--- config.mk ---
export PLATFORM = sky130hd
export DESIGN_NAME = reg_serial_ctrl
export DESIGN_NICKNAME = d
export VERILOG_FILES = /design/src/rtl/reg_serial_ctrl_pkg.sv /design/src/rtl/reg_serial_ctrl_serdes.sv /design/src/rtl/reg_serial_ctrl.sv
export SDC_FILE = /design/constraint.sdc
export NUM_CORES = 1
export LEC_CHECK = 0
export CAP_MARGIN = 5
export CORE_ASPECT_RATIO = 1.1
export CORE_MARGIN = 5
export CORE_UTILIZATION = 31
export DETAILED_ROUTE_END_ITERATION = 12
export SETUP_SLACK_MARGIN = 0.15
export SLEW_MARGIN = 5
export SYNTH_ARGS = -nofsm -noshare
export SYNTH_HDL_FRONTEND = slang
export SYNTH_SLANG_ARGS = --single-unit
--- constraint.sdc ---
create_clock -name bclk -period 2.45 [get_ports bclk]
set_input_delay 0.49 -clock bclk [delete_from_list [all_inputs] [get_ports bclk]]
set_output_delay 0.49 -clock bclk [all_outputs]
set_load 0.005 [all_outputs]
--- src/rtl/reg_serial_ctrl_pkg.sv ---
// Shared definitions for the serial register-bank controller.
//   DATA_W   : width of one config register / serial transfer
//   BITCNT_W : width of the serial bit counter
//   state_t  : controller FSM states
package reg_serial_ctrl_pkg;

    localparam int unsigned DATA_W   = 32;
    localparam int unsigned BITCNT_W = 5;

    typedef enum logic [2:0] {
        ST_IDLE   = 3'd0,
        ST_WSHIFT = 3'd1,
        ST_WLATCH = 3'd2,
        ST_RLATCH = 3'd3,
        ST_RSHIFT = 3'd4,
        ST_DONE   = 3'd5
    } state_t;

endpackage

--- src/rtl/reg_serial_ctrl_serdes.sv ---
// 32-bit data shift register with bit counter for the serial transfer.
// Ports:
//   bclk, rst    : clock, synchronous active-high reset
//   i_load       : load i_load_data into the shift register, clear counter
//   i_load_data  : parallel load value
//   i_shift      : shift left one bit, i_bit enters at the LSB, counter++
//   i_bit        : serial bit shifted in
//   o_dsr        : current shift register contents
//   o_last_c     : counter is at the final bit of a transfer
module reg_serial_ctrl_serdes
    import reg_serial_ctrl_pkg::*;
(
    input  logic              bclk,
    input  logic              rst,
    input  logic              i_load,
    input  logic [DATA_W-1:0] i_load_data,
    input  logic              i_shift,
    input  logic              i_bit,
    output logic [DATA_W-1:0] o_dsr,
    output logic              o_last_c
);

    logic [DATA_W-1:0]   r_dsr;
    logic [BITCNT_W-1:0] r_cnt;

    // Load has priority over shift; the counter restarts on every load.
    always_ff @(posedge bclk) begin
        if (rst) begin
            r_dsr <= '0;
            r_cnt <= '0;
        end else if (i_load) begin
            r_dsr <= i_load_data;
            r_cnt <= '0;
        end else if (i_shift) begin
            r_dsr <= {r_dsr[DATA_W-2:0], i_bit};
            r_cnt <= r_cnt + BITCNT_W'(1);
        end
    end

    assign o_dsr    = r_dsr;
    assign o_last_c = (r_cnt == BITCNT_W'(DATA_W - 1));

endmodule

--- src/rtl/reg_serial_ctrl.sv ---
// Serial access controller for a bank of triplicated 32-bit config registers.
// Turns one parallel read/write command into a 32-bit MSB-first serial transfer
// plus a latch strobe, and keeps a sticky soft-error flag.
// Ports:
//   bclk, rst                  : clock, synchronous active-high reset
//   cmdValid/cmdReady          : command handshake (accepted when both high at posedge)
//   cmdWrite/cmdAddr/cmdData   : command type, target slice, write data
//   shiftEn/latchIn/latchOut   : one-hot per-slice strobes
//   shiftIn / shiftOut         : shared serial data out / per-slice serial data in
//   rdValid/rdData/rdErr       : read completion pulse, result, out-of-range flag
//   wrErr                      : pulse for an out-of-range write
//   serIn/clrSer/serErr        : soft-error chain input, clear, sticky flag
module reg_serial_ctrl
    import reg_serial_ctrl_pkg::*;
#(
    parameter int unsigned N_REG  = 64,
    parameter int unsigned ADDR_W = 6
) (
    input  logic              bclk,
    input  logic              rst,
    input  logic              cmdValid,
    output logic              cmdReady,
    input  logic              cmdWrite,
    input  logic [ADDR_W-1:0] cmdAddr,
    input  logic [DATA_W-1:0] cmdData,
    output logic [N_REG-1:0]  shiftEn,
    output logic [N_REG-1:0]  latchIn,
    output logic [N_REG-1:0]  latchOut,
    output logic              shiftIn,
    input  logic [N_REG-1:0]  shiftOut,
    output logic              rdValid,
    output logic [DATA_W-1:0] rdData,
    output logic              rdErr,
    output logic              wrErr,
    input  logic              serIn,
    input  logic              clrSer,
    output logic              serErr
);

    state_t            r_state;
    logic              r_cmd_ready;
    logic [N_REG-1:0]  r_sel;
    logic [N_REG-1:0]  r_shift_en;
    logic [N_REG-1:0]  r_latch_in;
    logic [N_REG-1:0]  r_latch_out;
    logic              r_shift_in;
    logic              r_rd_valid;
    logic [DATA_W-1:0] r_rd_data;
    logic              r_rd_err;
    logic              r_wr_err;
    logic              r_ser_err;

    logic [N_REG-1:0]  w_dec;
    logic              w_in_range;
    logic              w_accept;
    logic              w_sout;
    logic              w_load;
    logic [DATA_W-1:0] w_load_data;
    logic              w_shift;
    logic              w_ser_bit;
    logic [DATA_W-1:0] w_dsr;
    logic              w_last;

    // One-hot address decode; an address with no matching slice decodes to zero.
    always_comb begin
        w_dec = '0;
        for (int unsigned i = 0; i < N_REG; i++) begin
            w_dec[i] = (cmdAddr == ADDR_W'(i));
        end
    end

    assign w_in_range = |w_dec;
    assign w_accept   = cmdValid & r_cmd_ready;
    assign w_sout     = |(shiftOut & r_sel);

    // Write data is loaded pre-shifted: its MSB leaves via shiftIn on the accept edge.
    assign w_load      = w_accept & w_in_range;
    assign w_load_data = cmdWrite ? {cmdData[DATA_W-2:0], 1'b0} : '0;
    assign w_shift     = (r_state == ST_WSHIFT) | (r_state == ST_RSHIFT);
    assign w_ser_bit   = (r_state == ST_RSHIFT) ? w_sout : 1'b0;

    reg_serial_ctrl_serdes u_serdes (
        .bclk        (bclk),
        .rst         (rst),
        .i_load      (w_load),
        .i_load_data (w_load_data),
        .i_shift     (w_shift),
        .i_bit       (w_ser_bit),
        .o_dsr       (w_dsr),
        .o_last_c    (w_last)
    );

    // Controller FSM; every strobe is registered alongside the state it belongs to.
    always_ff @(posedge bclk) begin
        if (rst) begin
            r_state     <= ST_IDLE;
            r_cmd_ready <= 1'b1;
            r_sel       <= '0;
            r_shift_en  <= '0;
            r_latch_in  <= '0;
            r_latch_out <= '0;
            r_shift_in  <= 1'b0;
            r_rd_valid  <= 1'b0;
            r_rd_data   <= '0;
            r_rd_err    <= 1'b0;
            r_wr_err    <= 1'b0;
        end else begin
            r_rd_valid <= 1'b0;
            r_wr_err   <= 1'b0;
            case (r_state)
                ST_IDLE: begin
                    if (w_accept) begin
                        r_sel <= w_dec;
                        if (!w_in_range) begin
                            // Out-of-range: no strobes, report and finish at once.
                            if (cmdWrite) begin
                                r_wr_err <= 1'b1;
                            end else begin
                                r_state     <= ST_DONE;
                                r_cmd_ready <= 1'b0;
                                r_rd_valid  <= 1'b1;
                                r_rd_data   <= '0;
                                r_rd_err    <= 1'b1;
                            end
                        end else if (cmdWrite) begin
                            r_state     <= ST_WSHIFT;
                            r_cmd_ready <= 1'b0;
                            r_shift_en  <= w_dec;
                            r_shift_in  <= cmdData[DATA_W-1];
                        end else begin
                            r_state     <= ST_RLATCH;
                            r_cmd_ready <= 1'b0;
                            r_latch_out <= w_dec;
                        end
                    end
                end
                ST_WSHIFT: begin
                    if (w_last) begin
                        r_state    <= ST_WLATCH;
                        r_shift_en <= '0;
                        r_shift_in <= 1'b0;
                        r_latch_in <= r_sel;
                    end else begin
                        r_shift_in <= w_dsr[DATA_W-1];
                    end
                end
                ST_WLATCH: begin
                    r_state     <= ST_IDLE;
                    r_cmd_ready <= 1'b1;
                    r_latch_in  <= '0;
                end
                ST_RLATCH: begin
                    r_state     <= ST_RSHIFT;
                    r_latch_out <= '0;
                    r_shift_en  <= r_sel;
                end
                ST_RSHIFT: begin
                    // Final captured bit goes straight into the result register.
                    if (w_last) begin
                        r_state    <= ST_DONE;
                        r_shift_en <= '0;
                        r_rd_valid <= 1'b1;
                        r_rd_data  <= {w_dsr[DATA_W-2:0], w_sout};
                        r_rd_err   <= 1'b0;
                    end
                end
                ST_DONE: begin
                    r_state     <= ST_IDLE;
                    r_cmd_ready <= 1'b1;
                end
                default: begin
                    r_state     <= ST_IDLE;
                    r_cmd_ready <= 1'b1;
                    r_shift_en  <= '0;
                    r_latch_in  <= '0;
                    r_latch_out <= '0;
                    r_shift_in  <= 1'b0;
                end
            endcase
        end
    end

    // Sticky soft-error flag; a new error outranks a clear in the same cycle.
    always_ff @(posedge bclk) begin
        if (rst) begin
            r_ser_err <= 1'b0;
        end else if (serIn) begin
            r_ser_err <= 1'b1;
        end else if (clrSer) begin
            r_ser_err <= 1'b0;
        end
    end

    assign cmdReady = r_cmd_ready;
    assign shiftEn  = r_shift_en;
    assign latchIn  = r_latch_in;
    assign latchOut = r_latch_out;
    assign shiftIn  = r_shift_in;
    assign rdValid  = r_rd_valid;
    assign rdData   = r_rd_data;
    assign rdErr    = r_rd_err;
    assign wrErr    = r_wr_err;
    assign serErr   = r_ser_err;

endmodule

==> metrics.cfg, run 1 <==
[flow_run]
drv_cap=0

[yosys]
synth-async-reset-ratio_pct=0
ys_seq_elements=334
yosysWarningCount=0
number_of_enable_flip_flop_cells_after_synthesis=0
synth_area_per_inst_sq_um=8.12
mappedNetlistArea_sq_um=13500
synth_top_cells_by_area=dfxtp_1 50%, a21oi_1 12%, nor2_1 7.6%
synth.distinct_cells=40
synth_ff_type=dfxtp_1
synth_top_area_cell=dfxtp_1
post_synth_inst_count=1657
synth_seq_area_share_pct=49.7
synthesis.nets=1767
synth_top_cell_area_share_pct=49.7

[power_and_ir_drop]
power_leakage_nw=6.42
vdd_drop_max_mv=0.411
pwr_density_cell_nw_per_um2=690

[critical_path]
r2r_start=u_serdes.r_cnt[1]$_SDFFE_PP0P_
startpoint_class_of_the_critical_path=flop
cp_max_stage_delay_ps=370
crit_top_cell=ha_4
critPathKind=reg2reg
crit_chain=ha_4 -> and3_4 -> ha_4 -> inv_4 -> maj3_2 -> a211oi_4 -> buf_4 -> buf_12 -> buf_8 -> nor2_1 -> a211oi_1
required_ps=2910
worstSetupEndpointType=flop
worst_setup_path_startpoint=u_serdes.r_cnt[1]$_SDFFE_PP0P_
critical_path_arrival_ps=2770
timing.critical_path.fanout_max=9
critPathSlowestCell=dfxtp_4

[floorplan]
io_pins=338
core_region_area_sq_um=43100
die_extent_in_x_microns=209
effective_utilization_at_floorplan_pct=31.2
fp.dieArea_sq_um=47700
floorplan.rows=80
die_h_microns=229

[run_status]
outcome=complete, no violations

[global_route]
grt.overflow.total=0
grt_pass1_wl_microns=79800
first_global_vias=12400
grt_antenna_before_repair=9
grt_use_total_pct=21.4
pin_count_of_the_biggest_net_entering_global_routing=128

[sta]
worst_slew_margin_rel_pct=57.8
post-route-period-util_pct=94.2
layout_min_cycle_time_ps=2310
finalSetupViolCount=0
rsz0062_at_grt=yes
slew_viol_final=0
timing.clock.skew_ps=12.1
tightestPinTransition_ps=633
finalHoldViolations=0
clock.fmax_ghz=0.433

[routing]
route.antenna.remaining_nets=0
vias=13400
detail_route.wirelength_microns=54500
detail_route.iter0.violations=1172
drc_violations_left=0
drt_first_pass_iters=6
wl_per_cell_microns=21.3
route.detailed.vias_per_inst=5.22

[placed_design]
placement.cell_area_sq_um=17600
place_congestion=0.824
dp_wirelength_microns=36700
io_port_bufs=337

[cells_and_area]
finalNetCount=2061
area.growth.synth_to_final_pct=43.8
n_fill_cell=4186
finish.instance_area_sq_um=19300
post-route-util_pct=44.9
drive_above_1_share_pct=10.9

[cts]
cts_tree=built
worst_skew_pair.late_latency_ps=550
cts_made_buffers=38
clock_tree.root_cell=clkbuf_16
htree_levels=2
cts_clock_pin_slew_for_the_worst_setup_and_hold_paths_ps=60
cts.path.max_buffers=3
clkSinkCount=334

[worst_hold_path]
hp-class=in2reg
worst_hold_startpoint=rst

==> cell usage after synthesis (5+ instances only) <==
cell type  number
nand2b_1        6
nor2b_1         6
buf_4           7
nand3_1        73
clkbuf_1      126
a211oi_2       31
a21oi_1       325
nand4_1         6
nor2_1        271
buf_6           5
a211oi_1       66
nand2_1       142
nor3_1        131
dfxtp_1       334
buf_2          27
a22o_1         16
mux2i_1        33
a221oi_1       17
==> cells in the final DEF, fill, tap and decap left out, drive strengths merged, types with 3 or more instances in the layout <==
cell	netlist	routed
a211oi	97	97
a21oi	325	325
a221oi	17	17
a22o	16	16
buf	41	82
clkbuf	126	56
clkdlybuf4s50	0	336
clkinv	0	9
dfxtp	334	334
diode	0	11
inv	4	6
mux2i	33	33
nand2	142	142
nand2b	6	6
nand3	73	73
nand4	6	6
nor2	271	271
nor2b	6	6
nor3	131	131
o21ai	3	3
or2	5	5
==> worst paths after layout <==
path	endpoint	slack, ps	depth (start not counted)
setup / recovery	shiftEn[7]$_SDFFE_PP0P_	140	11
hold / removal	latchIn[58]$_SDFFE_PP0P_	370	2
setup reg to reg	shiftEn[7]$_SDFFE_PP0P_	140	11
hold reg to reg	latchIn[16]$_SDFFE_PP0P_	450	2
==> cell type report <==
cell class	count	area, sq um	share of cell area (%)
timing repair buffer	421	4490	23.2
tap	574	718	3.71
sequential	334	6690	34.6
inverter	4	17.5	0.0905
antenna	11	27.5	0.142
clock inverter	13	111	0.575
clock buffer	53	1050	5.41
multi-input combinational	1152	6250	32.3
==> cell families (layout without fill, tap and decap cells) <==
logic type | count (synthesis) | after routing | synth area share (%)
compound gates | 465 | 465 | 21.3
xor+xnor | 3 | 3 | 0.195
fa+ha+maj | 3 | 3 | 0.270
buf+inv | 171 | 491 | 5.49
flops | 334 | 334 | 49.7
mux | 33 | 33 | 2.45
other cells | 1 | 12 | 0.0279
simple gates | 647 | 647 | 20.6
==> registers in the layout, summed over array words and instances, names as in the netlist, 3 cells and up <==
register,flops
rdData,32
r_sel,64
r_state,3
u_serdes.r_cnt,5
shiftEn,64
latchIn,64
latchOut,64
u_serdes.o_dsr,32
==> worst max-delay path: cells and delay by family (launching register included) <==
family                     cells  cell delay (ps)
AOI/OAI and AO/OA              2              520
adders and majority gates      3              580
buffers and inverters          4              520
DFF                            1              370
and+or+nand+nor                2              230
==> power breakdown <==
part / internal (W) / leakage (nW) / switching [W]
combinational: 0.00100 / 3.13 / 0.00112
sequential: 0.00565 / 2.71 / 0.000159
clock: 0.00310 / 0.572 / 0.00232
==> per-stage QoR <==
| step | cells | setup WS [ps] | hold slack (ps) | setup TNS, ps | total power (W) |
|---|---|---|---|---|---|
| floorplan | 1657 | 307 | 440 | 0 | 0.00682 |
| global placement | 2461 | -466 | 439 | -914 | 0.00771 |
| detailed placement | 2461 | -422 | 444 | -823 | 0.00774 |
| CTS | 2537 | 131 | 339 | 0 | 0.0134 |
| global route | 2560 | 101 | 384 | 0 | 0.0139 |
| finish | 2562 | 142 | 365 | 0 | 0.0133 |
==> per-layer routing <==
layer  track usage, %  vias to the layer above  wire length (microns)
met5                0                        -                      0
met4             8.50                        0                   1870
met3             4.93                       88                   4240
met2             34.1                      554                  25200
met1             28.1                     6349                  23100
li1                 -                     6389                      -
==> repair_timing <==
action | in CTS | in global routing
gates resized for setup | 12 | 38
hold buffers | 0 | 0
buffers inserted | 6 | 11
gates cloned | 4 | 3
pin swaps | 2 | 30
setup endpoints to repair | 59 | 115
Power figures use the tool's default switching activity.
==> inputs of run 2 (changes only) <==
- RECOVER_POWER: default -> 100
==> run 2 against run 1 <==
  * Critical path depth decreased by 4
  * Sequential cell count unchanged
  * Clock skew increased by 3.6 ps
  * Global-route usage unchanged
  * Critical endpoint is now rdData[0]$_SDFFE_PP0P_
==> metrics.cfg, run 2 (same netlist as run 1, synthesis figures left out) <==
[global_route]
first_global_vias=12400  ; unchanged
grt_use_total_pct=21.4  ; unchanged
pin_count_of_the_biggest_net_entering_global_routing=128  ; unchanged
grt_pass1_wl_microns=79800  ; unchanged
use_met2_pct=34.1  ; unchanged
met3_usage_pct=4.93  ; unchanged
grt.overflow.total=0  ; unchanged
grt_antenna_before_repair=9  ; unchanged
grt_use_met1_pct=28.1  ; unchanged
grt_most_used_layer=met2

[placed_design]
placement.cell_area_sq_um=17600  ; unchanged
pre_cts_setup_slack_ps=-422  ; unchanged
place_congestion=0.824  ; unchanged
dp_wirelength_microns=36700  ; unchanged
io_port_bufs=337  ; unchanged

[floorplan]
core_region_area_sq_um=43100  ; unchanged
die_h_microns=229  ; unchanged
io_pins=338  ; unchanged
die_extent_in_x_microns=209  ; unchanged
fp.dieArea_sq_um=47700  ; unchanged
effective_utilization_at_floorplan_pct=31.2  ; unchanged
floorplan.rows=80  ; unchanged

[power_and_ir_drop]
pwr_density_cell_nw_per_um2=689  ; about the same
vdd_drop_max_mv=0.413  ; +0.60%
power_total_w=0.0132  ; -0.72%
power_leakage_nw=7.14  ; +11%

[sta]
finalHoldViolations=0  ; unchanged
finalSetupViolCount=0  ; unchanged
clock.fmax_ghz=0.425  ; -1.9%
rsz0062_at_grt=yes
timing.clock.skew_ps=15.7  ; +3.59 ps
finalWorstSetupSlack_ps=96.5  ; -45.8 ps
fin_worst_hold_slack_ps=446  ; +81.0 ps
worst_slew_margin_rel_pct=8.89  ; -49 points
post-route-period-util_pct=96.1  ; +1.9 points
slew_viol_final=0  ; unchanged
total_neg_setup_slack_ps=0  ; unchanged
tightestPinTransition_ps=1370  ; +734 ps
layout_min_cycle_time_ps=2350  ; +45.8 ps

[cells_and_area]
finalNetCount=2061  ; unchanged
layout.cells.most_common_list=331 x dfxtp_1, 325 x a21oi_1, 265 x nor2_1
commonest_non_fill_non_tap_cell_in_the_layout=dfxtp_1
area.growth.synth_to_final_pct=42.9
drive_above_1_share_pct=10.7  ; -0.25 points
finish.instance_area_sq_um=19200  ; -0.62%

[cts]
cts_clock_pin_slew_for_the_worst_setup_and_hold_paths_ps=60  ; about the same
cts_tree=built
clock_tree.root_cell=clkbuf_16
clkSinkCount=334  ; unchanged
htree_levels=2  ; unchanged
cts_made_buffers=38  ; unchanged
worst_skew_pair.late_latency_ps=560  ; about the same
cts.path.max_buffers=3  ; unchanged

[critical_path]
critPathKind=reg2reg
required_ps=2850  ; -60 ps
regToRegSetupSlack_ps=100  ; -50 ps
cp_max_stage_delay_ps=570  ; +200 ps
timing.critical_path.fanout_max=4  ; -5
startpoint_class_of_the_critical_path=flop
worstSetupEndpointType=flop
critPathSlowestCell=nor4_1
crit_top_cell=buf_4
critical_path_arrival_ps=2750  ; -20 ps
crit_chain=a22o_1 -> a221oi_1 -> buf_4 -> nand4_1 -> nor4_1 -> buf_4 -> a211oi_1

[routing]
route.detailed.vias_per_inst=5.23  ; +0.17%
vias=13400  ; +0.17%
wl_per_cell_microns=21.2  ; about the same
detail_route.iter0.violations=1134  ; -3.2%
route.antenna.remaining_nets=0  ; unchanged
drc_violations_left=0  ; unchanged
drt_first_pass_iters=5  ; -1
detail_route.wirelength_microns=54400  ; about the same

[worst_hold_path]
hp-class=reg2reg

[run_status]
outcome=complete, no violations

[flow_run]
drv_cap=0  ; unchanged

## run 2: cell count changes in the layout (fill, tap and decap cells not counted), moves of 3 or more
cell / previous run / this run
buf_12: 22 / 17
clkdlybuf4s50_1: 336 / 106
clkbuf_2: 0 / 3
dlygate4sd3_1: 0 / 230
clkbuf_4: 0 / 3
## run 2: timing repair
action	4_1_cts	5_1_grt
gates resized for setup	12	38
endpoints found under the setup margin	59	115
pin swaps	2	30
setup buffers	6	11
cloned	4	3
hold buffers	0	0
## run 2: critical path, delay by kind of cell, from the launching register on
family / cells / cell delay [ps]
buf+inv: 2 / 420
simple gates: 2 / 660
compound gates: 3 / 730
flops: 1 / 380
## run 2: through the flow
step | std cells | utilization, %
2_1_floorplan | 1657 | -
3_3_place_gp | 2461 | 40.8
3_5_place_dp | 2461 | 40.8
4_1_cts | 2537 | 44.0
5_1_grt | 2560 | 44.6
6_report | 2562 | 44.6
## run 2: worst paths after layout
path | from | end | depth (start not counted)
max | r_sel[17]$_SDFFE_PP0P_ | rdData[0]$_SDFFE_PP0P_ | 7
min | latchIn[16]$_SDFFE_PP0P_ | latchIn[16]$_SDFFE_PP0P_ | 2
max reg2reg | r_sel[17]$_SDFFE_PP0P_ | rdData[0]$_SDFFE_PP0P_ | 7
min reg2reg | latchIn[16]$_SDFFE_PP0P_ | latchIn[16]$_SDFFE_PP0P_ | 2
## run 2: final cells by class
class                      instances  area, sq um
fill                            4208        23900
sequential                       334         6690
multi-input combinational       1152         6210
timing repair buffer             421         4410
clock buffer                      53         1050
tap                              574          718
clock inverter                    13          111
antenna                           11         27.5
inverter                           4         17.5
## run 2: metal layers
layer	wire length (microns)	share of wire, %
met1	23100	42
met2	25300	46
met3	4130	7.6
met4	1880	3.5
met5	0	0
## run 2: where the power goes
part | leakage, nW | internal (W) | switching (W) | total, W
Combinational | 3.85 | 0.000923 | 0.00111 | 0.00203
Clock | 0.572 | 0.00310 | 0.00231 | 0.00541
Sequential | 2.71 | 0.00565 | 0.000152 | 0.00580
Total | 7.14 | 0.00967 | 0.00358 | 0.0132
==> inputs of run 3 (changes only) <==
- CAP_MARGIN: 5 -> 25
- CORE_UTILIZATION: 31 -> 35
- SLEW_MARGIN: 5 -> 20
==> run 3 against run 2 <==
  * The run now ends with capacitance limit, slew limit left
  * Global-route usage rose by 1.9 points
  * First-iteration DRC count fell by 15%
  * Sequential share of layout area rose by 0.18 points
  * Sequential cell count did not move
  * Final cell count fell by 3.1%
  * Clock power rose by 13%
  * Via count fell by 1.1%
  * Sequential power barely moved
  * Largest power group is now the clock network
  * Non-clock buffer count fell by 3
==> metrics.cfg, run 3 (same netlist as run 1, synthesis figures left out) <==
[routing]
drt_first_pass_iters=5  ; unchanged
detail_route.wirelength_microns=52600  ; -3.3%
route.detailed.vias_per_inst=5.34  ; +2.1%
route.antenna.remaining_nets=0  ; unchanged
wl_per_cell_microns=21.2  ; -0.14%
vias=13300  ; -1.1%
detail_route.iter0.violations=965  ; -15%
drc_violations_left=0  ; unchanged

[power_and_ir_drop]
power.clock.fraction_pct=44.0  ; +3.1 points
vdd_drop_max_mv=0.388  ; -6.2%
swShare_pct=25.8  ; -1.2 points
power_leakage_nw=7.16  ; +0.36%
net-switching-power_w=0.00357  ; -0.28%
combPwrFrac_pct=14.1  ; -1.3 points
pwr_density_cell_nw_per_um2=723  ; +5.0%
portion_of_total_power_attributed_to_sequential_cells_pct=41.9  ; -1.9 points
internal_power_component_w=0.0103  ; +6.2%

[sta]
clock.fmax_ghz=0.439  ; +3.3%
timing.clock.skew_ps=24.6  ; +8.89 ps
finalHoldViolations=0  ; unchanged
slew_viol_final=75  ; +75
post-route-period-util_pct=93.0  ; -3.1 points
fin_worst_hold_slack_ps=448  ; +1.71 ps
finalSetupViolCount=0  ; unchanged
finalWorstSetupSlack_ps=172  ; +75.8 ps
layout_min_cycle_time_ps=2280  ; -75.8 ps
tightestPinTransition_ps=1560  ; +195 ps
worst_slew_margin_rel_pct=-4.12  ; -13 points
rsz0062_at_grt=yes

[cells_and_area]
finalNetCount=2058  ; -0.15%
commonest_non_fill_non_tap_cell_in_the_layout=dfxtp_1
layout.cells.most_common_list=332 x dfxtp_1, 324 x a21oi_1, 266 x nor2_1
drive_above_1_share_pct=9.82  ; -0.85 points
finish.instance_area_sq_um=19100  ; -0.49%
area.growth.synth_to_final_pct=42.2
fin_cells=2482  ; -3.1%

[floorplan]
core_region_area_sq_um=38100  ; -12%
io_pins=338  ; unchanged
fp.dieArea_sq_um=42500  ; -11%
die_h_microns=216  ; -5.6%
die_extent_in_x_microns=197  ; -5.6%
effective_utilization_at_floorplan_pct=35.3  ; +4.1 points
floorplan.rows=75  ; -6.3%

[global_route]
grt.overflow.total=0  ; unchanged
first_global_vias=12500  ; +0.88%
grt_antenna_before_repair=6  ; -3
pin_count_of_the_biggest_net_entering_global_routing=128  ; unchanged
grt_pass1_wl_microns=78000  ; -2.3%
grt_use_total_pct=23.3  ; +1.9 points

[worst_hold_path]
hold_path_end=latchIn[23]$_SDFFE_PP0P_
min_delay_path_depth=2  ; unchanged
hp-class=reg2reg
worst_hold_startpoint=latchIn[23]$_SDFFE_PP0P_

[critical_path]
startpoint_class_of_the_critical_path=flop
required_ps=2900  ; +50 ps
cp_num_buf_inv=4  ; +2
timing.reg2reg.worst_path_depth=11  ; +4
worstReg2RegEnd=shiftEn[38]$_SDFFE_PP0P_
crit_chain=ha_4 -> and3_4 -> ha_4 -> inv_4 -> maj3_2 -> a211oi_2 -> buf_6 -> buf_16 -> clkbuf_16 -> nor2_1 -> a211oi_1
r2r_start=u_serdes.r_cnt[1]$_SDFFE_PP0P_
critPathTopFamily=adder cells
crit_top_cell=ha_4
critPathKind=reg2reg
critPathSlowestCell=dfxtp_4
cp_max_stage_delay_ps=360  ; -210 ps
timing.critical_path.fanout_max=7  ; +3
critical_path_arrival_ps=2730  ; -20 ps
regToRegSetupSlack_ps=170  ; +80 ps
critical_path_cell_count=11  ; +4
worstSetupEndpointType=flop

[cts]
cts_clock_pin_slew_for_the_worst_setup_and_hold_paths_ps=60  ; about the same
cts_tree=built
cts.path.max_buffers=3  ; unchanged
clkSinkCount=334  ; unchanged
worst_skew_pair.late_latency_ps=540  ; -20 ps
cts-hold-fix-buffers=0  ; unchanged
cts_made_buffers=38  ; unchanged
clock_tree.root_cell=clkbuf_16
htree_levels=2  ; unchanged

[flow_run]
drv_cap=1  ; +1

[placed_design]
place_congestion=0.872  ; +5.8%
dp_wirelength_microns=35200  ; -4.0%
post-place-cells=2391  ; -2.8%
placement.cell_area_sq_um=17500  ; -0.57%
pre_cts_setup_slack_ps=-260  ; +161 ps
io_port_bufs=337  ; unchanged

[run_status]
outcome=complete, but fails checks
violations=capacitance limit, slew limit

-- run 3: changes by cell type in the layout (fill, tap and decap cells not counted), sizes merged --
cell / previous run / this run
clkinv: 9 / 6
clkinvlp: 1 / 2
clkbuf: 62 / 64
inv: 6 / 7
dlygate4sd3: 230 / 231
buf: 76 / 69
bufinv: 1 / 6
diode: 11 / 6
clkdlybuf4s50: 106 / 105
-- run 3: worst max path at each step --
stage | from | slack, ps | end
floorplan | u_serdes.r_cnt[0]$_SDFFE_PP0P_ | 310 | shiftEn[43]$_SDFFE_PP0P_
global placement | shiftOut[16] | -330 | rdData[0]$_SDFFE_PP0P_
detailed placement | shiftOut[16] | -260 | rdData[0]$_SDFFE_PP0P_
CTS | u_serdes.r_cnt[0]$_SDFFE_PP0P_ | 140 | shiftEn[39]$_SDFFE_PP0P_
global route | u_serdes.r_cnt[1]$_SDFFE_PP0P_ | 50 | shiftEn[32]$_SDFFE_PP0P_
finish | u_serdes.r_cnt[1]$_SDFFE_PP0P_ | 170 | shiftEn[38]$_SDFFE_PP0P_
-- run 3: worst register-to-register path, stage by stage (launching register included) --
cell       delay, ps
dfxtp_4          360
ha_4             130
and3_4           190
ha_4             160
inv_4             40
maj3_2           300
a211oi_2         360
buf_6            170
buf_16           140
clkbuf_16        160
nor2_1            40
a211oi_1         170
-- run 3: through the flow --
step / utilization (%) / total power (W) / TNS [ps]
floorplan: - / 0.00682 / 0
global placement: 46.0 / 0.00771 / -652
detailed placement: 46.0 / 0.00774 / -506
CTS: 49.8 / 0.0139 / 0
global route: 50.2 / 0.0144 / 0
finish: 50.2 / 0.0138 / 0
-- run 3: layout make-up --
class	instances	area [sq um]
Antenna cell	6	15.0
Clock buffer	51	1080
Clock inverter	17	263
Fill cell	3672	19000
Inverter	4	17.5
Multi-Input combinational cell	1152	6110
Sequential cell	334	6690
Tap cell	500	626
Timing Repair Buffer	418	4330
-- run 3: repair_timing --
item | 4_1_cts | 5_1_grt
pin swaps | 1 | 23
endpoints found under the setup margin | 58 | 75
buffers inserted | 4 | 7
gates cloned | 2 | 4
gates resized for setup | 9 | 29
-- run 3: power groups by stage --
stage / Sequential [W] / Combinational (W) / Clock, W
global placement: 0.00592 / 0.00179 / 0
global route: 0.00582 / 0.00209 / 0.00645
finish: 0.00580 / 0.00195 / 0.00610
floorplan: 0.00589 / 0.000937 / 0
CTS: 0.00580 / 0.00190 / 0.00623
detailed placement: 0.00592 / 0.00182 / 0
-- run 3: routing by layer --
metal	share of wire (%)	global-route usage, %	vias to the layer above	routed length (microns)
li1	-	-	6376	-
met1	43	30.4	6305	22500
met2	47	38.0	478	24800
met3	6.9	4.80	96	3650
met4	3.3	8.71	0	1740
met5	0	0	-	0
